## src/rtl/tap_pkg.sv

```systemverilog
// tap_pkg: shared constants and types for the TAP slave decoder.
//   KEY_DEFAULT    default 8-bit unlock key
//   MODE_*         legal ATPG mode encodings
//   tap_state_e    decoder FSM states
//   tap_cfg_t      config byte layout {length[4:0], mode[2:0]}
//   cfg_valid()    legality test for a received config byte
package tap_pkg;

   localparam logic [7:0] KEY_DEFAULT = 8'h96;

   localparam logic [2:0] MODE_IDDQ  = 3'b010;
   localparam logic [2:0] MODE_STUCK = 3'b101;
   localparam logic [2:0] MODE_DELAY = 3'b110;

   typedef enum logic [2:0] {RST, KEY, CFG, COMMIT, ACTIVE, LOCK} tap_state_e;

   typedef struct packed {
      logic [4:0] length;
      logic [2:0] mode;
   } tap_cfg_t;

   function automatic logic cfg_valid(input tap_cfg_t c);
      return ((c.mode == MODE_IDDQ) || (c.mode == MODE_STUCK) || (c.mode == MODE_DELAY))
             && (c.length != 5'd0);
   endfunction

endpackage

```

## src/rtl/tap_sync.sv

```systemverilog
// tap_sync: oversampling synchronisers for the async TAP pins.
//   clk, rst       system clock, async active-high reset
//   tck/tdi/trstb  raw async pins
//   tck_rise/fall  one-clk pulses on synced tck edges
//   tdi_s          synced tdi
//   trstb_s        synced trstb (resets low, so the decoder starts held in reset)
module tap_sync #(
   parameter int SYNC_STAGES = 2
) (
   input  logic clk,
   input  logic rst,
   input  logic tck,
   input  logic tdi,
   input  logic trstb,
   output logic tck_rise,
   output logic tck_fall,
   output logic tdi_s,
   output logic trstb_s
);

   logic [SYNC_STAGES-1:0] tck_q, tdi_q, trstb_q;
   logic                   tck_d;

   always_ff @(posedge clk or posedge rst) begin
      if (rst) begin
         tck_q   <= '0;
         tdi_q   <= '0;
         trstb_q <= '0;
         tck_d   <= 1'b0;
      end else begin
         tck_q   <= {tck_q[SYNC_STAGES-2:0], tck};
         tdi_q   <= {tdi_q[SYNC_STAGES-2:0], tdi};
         trstb_q <= {trstb_q[SYNC_STAGES-2:0], trstb};
         tck_d   <= tck_q[SYNC_STAGES-1];
      end
   end

   assign tck_rise = tck_q[SYNC_STAGES-1] & ~tck_d;
   assign tck_fall = ~tck_q[SYNC_STAGES-1] & tck_d;
   assign tdi_s    = tdi_q[SYNC_STAGES-1];
   assign trstb_s  = trstb_q[SYNC_STAGES-1];

endmodule

```

## src/rtl/tap_slave_decoder.sv

```systemverilog
// tap_slave_decoder: serial TAP consumer that unlocks on a key byte, then
// decodes a config byte {length, mode} into ATPG mode controls.
//   clk, rst            system clock, async active-high reset
//   tck, tdi, trstb     async serial link inputs (data captured on tck rise)
//   tdo, tde            serial readback data / drive enable
//   unlocked            key matched since last trstb/rst
//   key_err, cfg_err    sticky error flags, cleared by trstb/rst
//   atpg_en             ATPG mode active
//   atpg_mode/length    committed config fields
// Build option: define TAP_READBACK_EN to present {atpg_length, atpg_mode}
// on tdo while ACTIVE; otherwise tdo/tde are tied low.
module tap_slave_decoder
   import tap_pkg::*;
#(
   parameter logic [7:0] KEY         = KEY_DEFAULT,
   parameter int         SYNC_STAGES = 2
) (
   input  logic       clk,
   input  logic       rst,
   input  logic       tck,
   input  logic       tdi,
   input  logic       trstb,
   output logic       tdo,
   output logic       tde,
   output logic       unlocked,
   output logic       key_err,
   output logic       cfg_err,
   output logic       atpg_en,
   output logic [2:0] atpg_mode,
   output logic [4:0] atpg_length
);

   logic       tck_rise, tck_fall, tdi_s, trstb_s;
   tap_state_e state;
   logic [2:0] bitcnt;
   logic [7:0] sreg;
   tap_cfg_t   cfg_q;
   logic [7:0] byte_in;

   tap_sync #(.SYNC_STAGES(SYNC_STAGES)) u_sync (
      .clk      (clk),
      .rst      (rst),
      .tck      (tck),
      .tdi      (tdi),
      .trstb    (trstb),
      .tck_rise (tck_rise),
      .tck_fall (tck_fall),
      .tdi_s    (tdi_s),
      .trstb_s  (trstb_s)
   );

   // Byte as it will stand once the bit arriving this cycle is shifted in.
   assign byte_in = {sreg[6:0], tdi_s};

   always_ff @(posedge clk or posedge rst) begin
      if (rst) begin
         state       <= RST;
         bitcnt      <= 3'd0;
         sreg        <= 8'd0;
         cfg_q       <= '0;
         unlocked    <= 1'b0;
         key_err     <= 1'b0;
         cfg_err     <= 1'b0;
         atpg_en     <= 1'b0;
         atpg_mode   <= 3'd0;
         atpg_length <= 5'd0;
      end else if (!trstb_s) begin
         // TAP reset takes priority over a tck rise in the same cycle.
         state       <= RST;
         bitcnt      <= 3'd0;
         sreg        <= 8'd0;
         cfg_q       <= '0;
         unlocked    <= 1'b0;
         key_err     <= 1'b0;
         cfg_err     <= 1'b0;
         atpg_en     <= 1'b0;
         atpg_mode   <= 3'd0;
         atpg_length <= 5'd0;
      end else begin
         if (tck_rise) sreg <= byte_in;
         case (state)
            RST: state <= tap_pkg::KEY;
            tap_pkg::KEY: if (tck_rise) begin
               bitcnt <= bitcnt + 3'd1;
               if (bitcnt == 3'd7) begin
                  if (byte_in == KEY) begin
                     state    <= CFG;
                     unlocked <= 1'b1;
                  end else begin
                     state    <= LOCK;
                     key_err  <= 1'b1;
                  end
               end
            end
            CFG: if (tck_rise) begin
               bitcnt <= bitcnt + 3'd1;
               if (bitcnt == 3'd7) begin
                  cfg_q <= tap_cfg_t'(byte_in);
                  state <= COMMIT;
               end
            end
            COMMIT: if (tck_rise) begin
               // The committing bit's value is a don't-care.
               if (cfg_valid(cfg_q)) begin
                  state       <= ACTIVE;
                  atpg_en     <= 1'b1;
                  atpg_mode   <= cfg_q.mode;
                  atpg_length <= cfg_q.length;
               end else begin
                  state   <= LOCK;
                  cfg_err <= 1'b1;
               end
            end
            default: ;  // ACTIVE and LOCK hold until trstb/rst
         endcase
      end
   end

`ifdef TAP_READBACK_EN
   logic [2:0] rb_idx;
   logic       rb_armed;
   logic [7:0] rb_byte;

   // The first synced fall seen in ACTIVE closes the committing bit, so it
   // does not shift; bit7 is then held for a full tck period and the host
   // samples each bit on the following rises.
   always_ff @(posedge clk or posedge rst) begin
      if (rst) begin
         rb_idx   <= 3'd0;
         rb_armed <= 1'b0;
      end else if (state != ACTIVE) begin
         rb_idx   <= 3'd0;
         rb_armed <= 1'b0;
      end else if (tck_fall) begin
         if (!rb_armed) rb_armed <= 1'b1;
         else           rb_idx   <= rb_idx + 3'd1;
      end
   end

   assign rb_byte = {atpg_length, atpg_mode};
   assign tde     = (state == ACTIVE);
   assign tdo     = tde & rb_byte[3'd7 - rb_idx];
`else
   logic rb_unused;
   assign rb_unused = tck_fall;
   assign tdo       = 1'b0;
   assign tde       = 1'b0;
`endif

endmodule

```

## config.mk

```make
export PLATFORM = sky130hd
export DESIGN_NAME = tap_slave_decoder
export DESIGN_NICKNAME = d
export VERILOG_FILES = /design/src/rtl/tap_pkg.sv /design/src/rtl/tap_sync.sv /design/src/rtl/tap_slave_decoder.sv
export SDC_FILE = /design/constraint.sdc
export NUM_CORES = 1
export LEC_CHECK = 0
export CAP_MARGIN = 10
export CORE_MARGIN = 2
export CORE_UTILIZATION = 50
export DETAILED_ROUTE_END_ITERATION = 8
export DONT_BUFFER_PORTS = 1
export PLACE_DENSITY = 0.75
export SYNTH_ARGS = -nofsm -noshare
export SYNTH_HDL_FRONTEND = slang
export SYNTH_SLANG_ARGS = --single-unit
```

## constraint.sdc

```tcl
create_clock -name clk -period 2.28 [get_ports clk]
set_clock_uncertainty 0.15 [all_clocks]
set_input_delay 0.342 -clock clk [delete_from_list [all_inputs] [get_ports clk]]
set_output_delay 0.342 -clock clk [all_outputs]
set_load 0.01 [all_outputs]
```

# Yosys cells after proc, flatten, opt, wreduce, memory -nomap -nowiden
# Cells that the tools add are included.
[classes] bitwise_logic=2 mul=0 reduce_logical=13 magnitude_cmp=0 n_mux=44 div=0 n_shift=0 addsub=1 n_eq_ne=24
[op_table] op="3-bit 2-to-1 mux" n=14
[op_table] op="8-bit 2-to-1 mux" n=4
[op_table] op="5-bit 2-to-1 mux" n=4
[op_table] op="2-bit != test, second input constant" n=10
[op_table] op="1-bit 2-to-1 mux" n=19
[op_table] op="3-bit != test, second input constant" n=5
[op_table] op="7-bit 2-to-1 mux" n=2
[op_table] op="3-bit case mux with 4 select lines" n=1
[op_table] op="3-bit by 2-bit == test with 1-bit output, second input constant" n=3
[op_table] op="3-bit == test, second input constant" n=3
[op_table] op="3-bit AND reduction" n=3
[op_table] op="8-bit == test, second input constant" n=1
[op_table] op="4-bit AND reduction" n=2
[op_table] op="6-bit AND reduction" n=1
[op_table] op="5-bit != test, second input constant" n=1
[op_table] op="5-bit nonzero test" n=1
[op_table] op="3-bit by 1-bit adder with 3-bit output, second input constant" n=1
[op_table] op="3-bit by 1-bit == test with 1-bit output, second input constant" n=1
[op_table] op="3-bit zero test" n=1
[op_table] op="1-bit logical OR" n=2
[op_table] op="2-bit AND reduction" n=1
[op_table] op="2-bit OR reduction" n=1
[op_table] op="1-bit AND" n=1
[op_table] op="1-bit logical AND" n=1
[op_table] op="1-bit NOT" n=1
[word_totals] latch_bits=0 elab_cells=99 mem_bits_rw=0 ff_bits=40 mem_count=0 mem_bits_ro=0

# Depth between registers and ports, before layout
[logic_depth] depth_word=8 mapped_depth=6

# By module
# From an unflattened synthesis, not the netlist that was laid out.
[hier_totals] cells_unflattened=151 area_unflattened_um2=1764.2
[modules_own_cells] module="tap_slave_decoder" cells_each=141 instances=1 area_per_inst_um2=1570.3
[modules_own_cells] module="tap_sync" cells_each=10 instances=1 area_per_inst_um2=193.9

# Least setup slack after synthesis
# Ideal clock, no wire load.
[synth_timing] kind="reg-to-reg" start="register bitcnt[0]" end="register cfg_q[0] (netlist name)" setup_slack_ns=0.557 n_path_buf=0 setup_ns=0.120 period_less_slack_ns=1.723 stages_incl_launch_ff=7 arrival_ns=1.453 cell_sequence="dfrtp_1 ha_1 ha_1 nand3b_1 nor3_4 mux2i_1 nor2b_1"
[synth_between] elab_chain_cells=3
[synth_lines] item="start: declaration" line="tap_slave_decoder.sv:35" rtl="logic [2:0] bitcnt;"
[synth_lines] item="start signal: assignment" line="tap_slave_decoder.sv:84" rtl="bitcnt <= bitcnt + 3'd1;"
[synth_lines] item="start signal: assignment" line="tap_slave_decoder.sv:96" rtl="bitcnt <= bitcnt + 3'd1;"
[synth_lines] item="3-bit == test" line="tap_slave_decoder.sv:97" rtl="if (bitcnt == 3'd7) begin"
[synth_lines] item="2-bit != test (no line)"
[synth_lines] item="3-bit AND reduction (no line)"
[synth_lines] item="end signal: assignment" line="tap_slave_decoder.sv:98" rtl="cfg_q <= tap_cfg_t'(byte_in);"
[synth_lines] item="end: declaration" line="tap_slave_decoder.sv:37" rtl="tap_cfg_t cfg_q;"
# No other way between the ends.
# A chain may end at the register's enable or synchronous reset.

# Final worst setup path
[layout_timing] start="register bitcnt[0]" end="register cfg_q[5] (netlist name)"
# The elaborated chain is that of the path after synthesis.

==> impl_metrics.tcl <==
set metrics [dict create \
    relSlewSlack_pct 46.6 \
    fin_util_pct 57.6 \
    syn_avg_cell_area_um2 11.1 \
    cap_violations 0 \
    layout_min_cycle_time_ns 1.88 \
    io_buffers 0 \
    status "completed" \
    vias 1177 \
    die_area_um2 4130 \
    worstPathArrival_ns 1.98 \
    seq_area_frac_synth_pct 55.2 \
    wl_um 3030 \
    syn_to_final_growth_pct 8.48 \
    cts_tree "yes" \
    crit_family "simple AND/OR/NAND/NOR gates" \
    layout-drive-gt1-share_pct 8.88 \
    rows 21 \
    finalInstanceArea_um2 1970 \
    wl_per_cell_um 14.1 \
    required_ns 2.38 \
    firstDrtPassIters 4 \
    yosys.area.top_type "dfrtp_1" \
    place_congestion 0.863 \
    drv_slew 0 \
    critical_path_depth 6 \
    cpMostUsedCell "ha_1" \
    grt_first_pass_wirelength_um 5340 \
    leakagePower_nw 0.798 \
    synth-seq-cells 40 \
    rsz0062_at_grt "false" \
    cts_root_buf "clkbuf_4" \
    synth_edf_count 0 \
    vias_per_cell 5.47 \
    grt_start_max_net_pins 34 \
    cp-end-kind "register" \
    fin_ws_ns 0.403 \
    max_freq_ghz 0.533 \
    post-place-ws_ns 0.409 \
    cts_buffers 5 \
    synth_top_area_share_pct 55.2 \
    hpwl_um 2140 \
    synth_cells 164 \
    antenna_cells 0 \
    peakVddDrop_mv 0.529 \
    worst_hold_path_type "reg2reg" \
    ys_types 35 \
    worstRegToRegCells 6 \
    crit_buf_inv 0 \
    htreeDepth 2 \
    ys.flop_type "dfrtp_1" \
    syn_area_um2 1810 \
    fp.dieH_um 64.2 \
    holdPathStages 0 \
    hold_violations 0 \
    dp.cells 203 \
    io_pins 19 \
    final.period_utilization_pct 82.3 \
    clk_path_buf_depth 2 \
    antenna_found_initial 0 \
    fp.coreArea_um2 3420 \
    nets 175 \
    cts.repair.resized 0 \
    place_area_um2 1850 \
    drtIter0Drc 18 \
    ys_warn_count 0 \
    final_cell_mix "dfrtp_1 (40), nand2_1 (15), nor2b_1 (13), a21boi_0 (13), o21ai_0 (11)" \
    grt_pass1_vias 1187 \
    crit_fanout 8 \
    drtAntennaViolNets 0 \
    cpPeakStageDelay_ns 0.41 \
    layout_commonest_cell "dfrtp_1" \
    initial_core_util_pct 53.1 \
    startpoint_type "register" \
    gr-total-overflow 0 \
    synth_area_leaders "dfrtp_1 (55%), mux2i_1 (5.5%), a21boi_0 (5.4%)" \
    tns_ns 0 \
    fp.dieW_um 64.2 \
    grt_util_all_layers_pct 17.0 \
    clk_pin_slew_worst_paths_ns 0.12 \
    path_class "reg2reg" \
    cpMaxStageDelayCell "nor3_4" \
    path_cells "ha_1 -> ha_1 -> nand3b_1 -> nor3_4 -> mux2i_1 -> nor2b_1" \
    tightest_slew_ns 0.801 \
    cts.sinks 40 \
    route.detailed.drc 0 \
    setup_viol 0 \
    clk_latency_ns 0.35 \
    fin_cells 215 \
    async_reset_ff_share_pct 100 \
    pwr_density_cell_nw_per_um2 632 \
]
## area by class of cell
type | count | area, µm²
clock buffer | 5 | 37.5
sequential | 40 | 1000
multi-input combinational | 112 | 751
clock inverter | 3 | 42.5
inverter | 3 | 11.3
timing repair buffer | 6 | 67.6
tap | 46 | 57.6
fill | 284 | 1450
## kinds of logic (layout without fill, tap and decap cells)
group,Yosys count,after routing,share of synthesized area [%]
xor+xnor,2,2,0.966
mux,10,10,5.52
flops,40,40,55.2
simple gates,55,55,17.8
buf+inv,13,17,3.65
compound gates,41,41,15.3
fa+ha+maj,2,2,1.38
other cells,1,2,0.207
## cell usage after synthesis (3+ instances only)
cell type  number
dfrtp_1        40
nand2_1        15
a21boi_0       13
nor2b_1        13
o21ai_0        11
mux2i_1        10
nand3_1         9
o21a_1          5
a21oi_1         4
buf_4           4
clkbuf_1        4
nor2_1          4
inv_1           3
## state kept, by name (all words and copies together), names as in the netlist
signal and count:
state 3, u_sync.tck_q 2, unlocked 1, cfg_q 8
key_err 1, sreg 7, atpg_length 5, u_sync.trstb_q 2
u_sync.tdi_q 2, cfg_err 1, bitcnt 3, atpg_en 1
u_sync.tck_d 1, atpg_mode 3
## routing by layer
metal / wire [µm] / vias to the layer above / global-route usage (%)
met5: 0 / - / 0
met4: 61 / 0 / 7.45
met3: 125 / 8 / 5.46
met2: 1430 / 18 / 27.2
met1: 1420 / 581 / 21.1
li1: - / 570 / -
## report_power, final
group          switching (mW)  internal (mW)  total, mW
combinational          0.0272         0.0250     0.0522
clock                   0.231          0.229      0.460
sequential             0.0139          0.719      0.732
## timing repair
item                                   in CTS  in global routing
hold buffers                                4                  0
endpoints found under the hold margin      18                  0
setup buffers                               0                  0
## worst paths after layout
kind	start	to	slack, ns
setup / recovery	bitcnt[0]	cfg_q[5]	0.40
hold reg to reg	u_sync.tck_q[0]	u_sync.tck_q[1]	0.20
setup reg to reg	bitcnt[0]	cfg_q[5]	0.40
min in group asynchronous	rst	sreg[4]	0.35
max in group asynchronous	rst	cfg_q[5]	1.10
hold / removal	u_sync.tck_q[0]	u_sync.tck_q[1]	0.20
## per-stage QoR
stage,power [mW],hold WS [ns]
finish,1.24,0.204
CTS,1.26,0.217
global placement,0.792,0.182
floorplan,0.782,0.181
detailed placement,0.794,0.187
global route,1.30,0.218
Note: power is estimated with default switching activity, not from simulation.
